## config.mk

```make
export PLATFORM = sky130hd
export DESIGN_NAME = bist_fail_logger
export DESIGN_NICKNAME = d
export VERILOG_FILES = /design/src/rtl/bist_fail_logger.sv
export SDC_FILE = /design/constraint.sdc
export NUM_CORES = 1
export LEC_CHECK = 0
export BUFFER_PORTS_ARGS = -buffer_cell sky130_fd_sc_hd__buf_2
export CAP_MARGIN = 20
export CORE_MARGIN = 2
export CORE_UTILIZATION = 51
export DETAILED_ROUTE_END_ITERATION = 6
export GPL_TIMING_DRIVEN = 0
export HOLD_SLACK_MARGIN = 0.1
export PLACE_DENSITY_LB_ADDON = 0.25
export SYNTH_ARGS = -nofsm -noshare
export SYNTH_HDL_FRONTEND = slang
export SYNTH_SLANG_ARGS = --single-unit
export TNS_END_PERCENT = 100
```

## constraint.sdc

```tcl
create_clock -name Clock -period 1.9 [get_ports Clock]
set_input_delay 0.38 -clock Clock [delete_from_list [all_inputs] [get_ports Clock]]
set_output_delay 0.38 -clock Clock [all_outputs]
set_load 0.1 [all_outputs]
```

## src/rtl/bist_fail_logger.sv

```systemverilog
// Collects BIST compare results: counts mismatching SRAM reads, logs the first
// failing addresses with their bit syndromes, and issues the final GoNoGo verdict.
module bist_fail_logger #(
    parameter int ADDR_W    = 8,
    parameter int DATA_W    = 4,
    parameter int LOG_DEPTH = 4,
    parameter int CNT_W     = 9
) (
    input  logic              Clock,
    input  logic              Reset_n,
    input  logic              Start,
    input  logic              CmpValid,
    input  logic [ADDR_W-1:0] CmpAddr,
    input  logic [DATA_W-1:0] ReadData,
    input  logic [DATA_W-1:0] ExpData,
    input  logic              Done,
    output logic              GoNoGo,
    output logic              ResultValid,
    output logic              Busy,
    output logic [CNT_W-1:0]  FailCount,
    output logic              LogValid,
    output logic [ADDR_W-1:0] LogAddr,
    output logic [DATA_W-1:0] LogSyndrome,
    input  logic              LogReady,
    output logic              LogOverflow
);

    localparam int IDX_W   = $clog2(LOG_DEPTH);
    localparam int PTR_W   = IDX_W + 1;
    localparam int ENTRY_W = ADDR_W + DATA_W;

    localparam logic [1:0] S_IDLE  = 2'd0;
    localparam logic [1:0] S_RUN   = 2'd1;
    localparam logic [1:0] S_DRAIN = 2'd2;
    localparam logic [1:0] S_DONE  = 2'd3;

    logic [1:0]         state;
    logic [1:0]         state_nxt;
    logic               cmp_take;
    logic               fail_p1;
    logic [ADDR_W-1:0]  addr_p1;
    logic [DATA_W-1:0]  syn_p1;
    logic [CNT_W-1:0]   fail_count;
    logic               log_overflow;
    logic [PTR_W-1:0]   wr_ptr;
    logic [PTR_W-1:0]   rd_ptr;
    logic [ENTRY_W-1:0] log_mem [LOG_DEPTH];
    logic [ENTRY_W-1:0] head;
    logic               log_valid;
    logic               full;
    logic               pop;
    logic               push;
    logic               drop;

    function automatic logic [CNT_W-1:0] sat_inc(input logic [CNT_W-1:0] value);
        sat_inc = (value == {CNT_W{1'b1}}) ? value : value + CNT_W'(1);
    endfunction

    always_comb begin
        state_nxt = state;
        if (Start) begin
            state_nxt = S_RUN;
        end else begin
            case (state)
                S_RUN:   if (Done) state_nxt = S_DRAIN;
                S_DRAIN: state_nxt = S_DONE;
                default: state_nxt = state;
            endcase
        end
    end

    always_ff @(posedge Clock or negedge Reset_n) begin
        if (!Reset_n) state <= S_IDLE;
        else          state <= state_nxt;
    end

    // Compare stage (p1): a Start in the same cycle discards the compare
    assign cmp_take = (state == S_RUN) & CmpValid & ~Start;

    always_ff @(posedge Clock or negedge Reset_n) begin
        if (!Reset_n) fail_p1 <= 1'b0;
        else          fail_p1 <= cmp_take & (|(ReadData ^ ExpData));
    end

    always_ff @(posedge Clock) begin
        if (cmp_take) begin
            addr_p1 <= CmpAddr;
            syn_p1  <= ReadData ^ ExpData;
        end
    end

    // Update stage: fail counter and fail-log FIFO
    assign log_valid = (wr_ptr != rd_ptr);
    assign full      = (wr_ptr[IDX_W] != rd_ptr[IDX_W]) &&
                       (wr_ptr[IDX_W-1:0] == rd_ptr[IDX_W-1:0]);
    assign pop       = log_valid & LogReady;
    assign push      = fail_p1 & (~full | pop);
    assign drop      = fail_p1 & full & ~pop;

    always_ff @(posedge Clock or negedge Reset_n) begin
        if (!Reset_n) begin
            wr_ptr       <= '0;
            rd_ptr       <= '0;
            fail_count   <= '0;
            log_overflow <= 1'b0;
        end else if (Start) begin
            wr_ptr       <= '0;
            rd_ptr       <= '0;
            fail_count   <= '0;
            log_overflow <= 1'b0;
        end else begin
            if (pop)     rd_ptr       <= rd_ptr + PTR_W'(1);
            if (push)    wr_ptr       <= wr_ptr + PTR_W'(1);
            if (fail_p1) fail_count   <= sat_inc(fail_count);
            if (drop)    log_overflow <= 1'b1;
        end
    end

    always_ff @(posedge Clock) begin
        if (push) log_mem[wr_ptr[IDX_W-1:0]] <= {addr_p1, syn_p1};
    end

    assign head = log_mem[rd_ptr[IDX_W-1:0]];

    // Outputs decode registered state only; head is masked so an empty log reads as zero
    assign ResultValid = (state == S_DONE);
    assign Busy        = (state == S_RUN) | (state == S_DRAIN);
    assign GoNoGo      = ResultValid & (fail_count == '0) & ~log_overflow;
    assign FailCount   = fail_count;
    assign LogOverflow = log_overflow;
    assign LogValid    = log_valid;
    assign LogAddr     = log_valid ? head[ENTRY_W-1:DATA_W] : '0;
    assign LogSyndrome = log_valid ? head[DATA_W-1:0] : '0;

endmodule

```

[Word level (Yosys, flattened, before mapping)]
Memories as Yosys holds them, arrays and structs flattened.
Cells that the tools add are included.
Widths: inputs -> output; s select.
Storage, ports and cells
  memories: 1
  bits in writable memories: 48
  bits in registers: 31
  input bits: 22
Operators by class
  bitwise operators: 16
  $add $sub $neg: 3
  multiplexer cells: 16
  reductions and logical operators: 10
  eq/ne operators: 9
Memories
  log_mem: depth 4, bits a word 12, rd ports 1, clocked after Yosys merged registers in 0, write ports 1, line 47  | logic [ENTRY_W-1:0] log_mem [LOG_DEPTH];
Operators with widths (count)
  $mux 9: 3
  $mux 3: 4
  $add 9x1->9 const B: 1
  $and 1x1->1: 9
  $eq 9x9->1 const B: 1
  $logic_not 9->1: 1
  $mux 8: 1
  $reduce_bool 2->1: 4
  $add 3x1->3 const B: 2
  $eq 2x2->1 const B: 2
  $mux 1: 4
  $mux 2: 2
  $mux 4: 1
  $not 1->1: 4
  $pmux 2 s2: 1
  $reduce_and 2->1: 2
  $reduce_or 4->1: 1
  $xor 4x4->4: 1
  $ne 3x3->1: 1
  $ne 3x3->1 const B: 1
  $reduce_bool 3->1: 1
  $eq 2x1->1 const B: 1
  $eq 2x2->1: 1
  $ne 2x2->1 const B: 1
  other kinds (3): 4

[Depth between registers and ports, before layout]
  word-level depth: 7
  gate-level depth with buffers: 8
  mapped depth without buffers: 8

[Worst setup path after synthesis]
OpenSTA, ideal clock, no wires.
  path type: reg2out
  start point: register rd_ptr[0]
  end point: output port LogAddr[1]
  setup slack: -0.927 ns
  cell stages (with the launch flop): 6
  arrival time: 2.447 ns
  required time: 1.520 ns
  cells stage by stage: dfrtp_1 > buf_6 > xor2_2 > nor3_1 > buf_2 > nor2b_1
On the way
  longest elaborated chain between the ends: 2
  elaborated cells on any way between the ends: 3
Ends and longest elaborated chain
  from (decl): line 46  | logic [PTR_W-1:0] rd_ptr;
  from (signal assigned): line 112  | if (pop) rd_ptr <= rd_ptr + PTR_W'(1);
  $mem_v2 4x12 or $ne 3x3->1 (tied branches)
  $mux 8 (*): line 132  | assign LogAddr = log_valid ? head[ENTRY_W-1:DATA_W] : '0;
  to (decl): line 22  | output logic [ADDR_W-1:0] LogAddr,
Mark *: on every way between the ends. The rest lies on a longest branch, timed or not.

[Worst setup path after layout]
  start point: register rd_ptr[0]
  end point: output port LogAddr[4]
The elaborated chain is that of the path after synthesis.

==> impl_metrics.json <==
{
  "outcome": "finished, violations left",
  "failed_checks": "setup timing",
  "finClkSkew_ns": 0.01287,
  "tritoncts_num_sinks": 79,
  "syn_inst": 210,
  "synthFlopType": "edfxtp_1",
  "routed_via_density": 5.449,
  "global_route.usage.total": 0.1913,
  "tritoncts.num_buffers": 9,
  "mostFrequentLayoutCell": "edfxtp_1",
  "globalRouteOverflowTotal": 0,
  "clock_power_share": 0.261,
  "critPathKind": "reg2out",
  "gp_congestion": 0.7468,
  "wl_met1_um": 2869,
  "worstPathMaxFanout": 5,
  "clock_path_buffers": 2,
  "worstPathRequired_ns": 1.52,
  "antenna_found_initial": 0,
  "capture_endpoint_of_the_worst_hold_path": "addr_p1[4]",
  "port_buffers": 46,
  "worst_slew_margin_rel": 0.6107,
  "first_pass_iters": 4,
  "horizontal_die_dimension_um": 85.30,
  "remaining_drc_errors": 0,
  "synth.ff_latch_count": 79,
  "antenna_cells": 0,
  "drt_first_iter_violations": 89,
  "finish.net_count": 327,
  "synthesis.area_sq_um": 3371,
  "power_density_nw_per_um2": 1007,
  "max_cap_violations": 0,
  "post-synth-top-area-cell": "edfxtp_1",
  "power.sequential.fraction": 0.412,
  "initial_cell_density_of_the_core": 0.5278,
  "min_path_cells": 1,
  "post_synth.cell_area_avg_sq_um": 16.05,
  "placement_rows": 29,
  "yosysSeqAreaShare": 0.6756,
  "synth_area_leaders": "edfxtp_1 53%, dfrtp_1 14%, mux4_2 8.0%",
  "asyncSetResetFlopFracSynth": 0.2405,
  "min_period_ns": 2.260,
  "cp.arrival_ns": 1.88,
  "count_of_flip_flops_with_a_built_in_enable_after_synthesis": 60,
  "max_slew_violation_total_from_the_final_report": 0,
  "reg2reg_depth": 10,
  "report.final.setup_viol": 18,
  "setup.reg_to_reg.worst_slack_ns": -0.07,
  "cts-root-buf": "clkbuf_8",
  "first_global_vias": 1939,
  "wl_met3_um": 309,
  "grt_setup_unrepaired": "true",
  "grt_pass1_wl_um": 10110,
  "report.final.hold_viol_count": 0,
  "cell_internal_pwr_mw": 3.179,
  "synth_cell_types": 34,
  "fin_hold_ws_ns": 0.1881,
  "startpoint_type_of_the_worst_setup_path": "flip-flop",
  "sw_frac_of_total": 0.3314,
  "hold_start": "CmpAddr[4]",
  "worst_case_setup_slack_after_placement_ns": -0.2751,
  "setup_ws_ns": -0.3604,
  "ant_nets": 0,
  "p_switching_mw": 1.576,
  "drt_wl_total_um": 6900,
  "worst_pin_slew_ns": 0.5839,
  "pin_count_of_the_biggest_net_entering_global_routing": 20,
  "vias": 2049,
  "r2r-start": "FailCount[1]",
  "clock_insertion_delay_worst_skew_ns": 0.36,
  "floorplan.io_pins": 48,
  "die_area_sq_um": 7275,
  "clkSlewWorstSetupHoldPaths_ns": 0.09,
  "class_of_the_most_critical_hold_timing_path": "in2reg",
  "yosys_warnings": 0,
  "routed-wl-met2_um": 3581,
  "core_sq_um": 6386,
  "layout.cells.most_common_list": "60 x edfxtp_1, 31 x buf_2, 19 x buf_4, 15 x buf_12, 15 x nor2_1",
  "hpwlAfterDp_um": 4045,
  "area_delta_synth_final_pct": 40.01,
  "timing.fmax_mhz": 442.4,
  "power.share.combinational": 0.327,
  "nets_in_the_synthesized_netlist": 243,
  "setup.worst_path.end_class": "output port",
  "tritoncts": "done",
  "netlist.area_leader.share": 0.5345,
  "route.detailed.wl_per_inst_um": 18.35,
  "final_layout_size_suffix_gt1_frac": 0.5217,
  "leakage_power_nw": 1.835,
  "routed.top_layer": "met4",
  "max-vdd-ir-drop_uv": 874.6,
  "finalCritPeriodShare": 1.190,
  "cts_htree_levels": 3,
  "critical_path.reg2reg.endpoint": "FailCount[6]",
  "die_h_um": 85.30
}
-- stage by stage --
stage	area (sq um)	std cells	util	TNS, ns	total power, mW
2_1_floorplan	3571	210	-	-0.4373	2.955
3_3_place_gp	3897	333	0.6103	-9.936	3.113
3_5_place_dp	3897	333	0.6103	-12.28	3.131
4_1_cts	4514	363	0.7069	-4.340	4.731
5_1_grt	4720	376	0.7390	-5.899	4.900
6_report	4720	376	0.7390	-4.533	4.755
-- worst max-delay path by stage --
stage,from,end,slack (ns),depth (start not counted)
CTS,rd_ptr[0],LogAddr[4],-0.35,5
detailed placement,wr_ptr[1],LogValid,-0.28,5
floorplan,wr_ptr[1],LogValid,-0.20,4
global placement,wr_ptr[1],LogValid,-0.26,5
global route,rd_ptr[0],LogAddr[4],-0.42,5
finish,rd_ptr[0],LogAddr[4],-0.36,5
-- timing repair --
| item | in CTS | in global routing |
|---|---|---|
| hold buffers | 1 | 0 |
| buffers inserted | 11 | 14 |
| resized for setup | 74 | 27 |
| pin swaps | 4 | 8 |
| hold endpoints to repair | 19 | 0 |
| endpoints found under the setup margin | 63 | 44 |
| gates cloned | 2 | 1 |
-- flip-flops by register name (all words and copies together), names as in the netlist --
name	cells
addr_p1	8
rd_ptr	3
log_mem	48
state	2
FailCount	9
fail_p1	1
wr_ptr	3
syn_p1	4
LogOverflow	1
-- synth_stat cells, drive strengths merged, types with 2 or more instances --
cell type	n
edfxtp	60
clkbuf	2
nand2b	3
xnor2	5
a21oi	6
nor2b	14
o21ai	2
mux4	12
o41ai	2
or3	2
mux2i	2
nand2	7
xor2	12
ha	11
nor2	16
and2	4
dfrtp	19
buf	4
nor3	5
nor4	3
inv	9
-- power groups by stage --
stage               registers [mW]  clock network, mW  logic (mW)
floorplan                     2.01                  0       0.948
global placement              2.00                  0        1.12
detailed placement            2.00                  0        1.13
CTS                           1.96               1.26        1.51
global route                  1.97               1.32        1.61
finish                        1.96               1.24        1.55
-- worst max-delay path, cell delays in order, from the launching register on --
cell     delay, ns
dfrtp_1       0.38
buf_6         0.17
buf_12        0.14
mux4_2        0.52
nor2b_4       0.16
buf_12        0.16
-- final cells by class --
cell class / count / area [sq um]
Timing Repair inverter: 1 / 6.256
Buffer: 5 / 46.29
Clock buffer: 10 / 127.6
Fill cell: 407 / 1667
Multi-Input combinational cell: 116 / 1303
Sequential cell: 79 / 2298
Clock inverter: 6 / 68.82
Timing Repair Buffer: 73 / 719.4
Tap cell: 77 / 96.34
Inverter: 9 / 53.80
-- logic make-up after synthesis --
| family | count (synthesis) | synth area share |
|---|---|---|
| compound gates | 14 | 0.03378 |
| simple gates | 60 | 0.09503 |
| fa+ha+maj | 11 | 0.04083 |
| xor+xnor | 17 | 0.04862 |
| flops | 79 | 0.6756 |
| buf+inv | 15 | 0.02004 |
| mux | 14 | 0.08612 |
-- layer usage --
metal / track usage / up-vias
met4: 0.09668 / 0
met2: 0.3082 / 72
li1: - / 945
met1: 0.2488 / 1018
met3: 0.03794 / 14
met5: 0 / -
No activity file was read; power rests on OpenSTA's default activity.
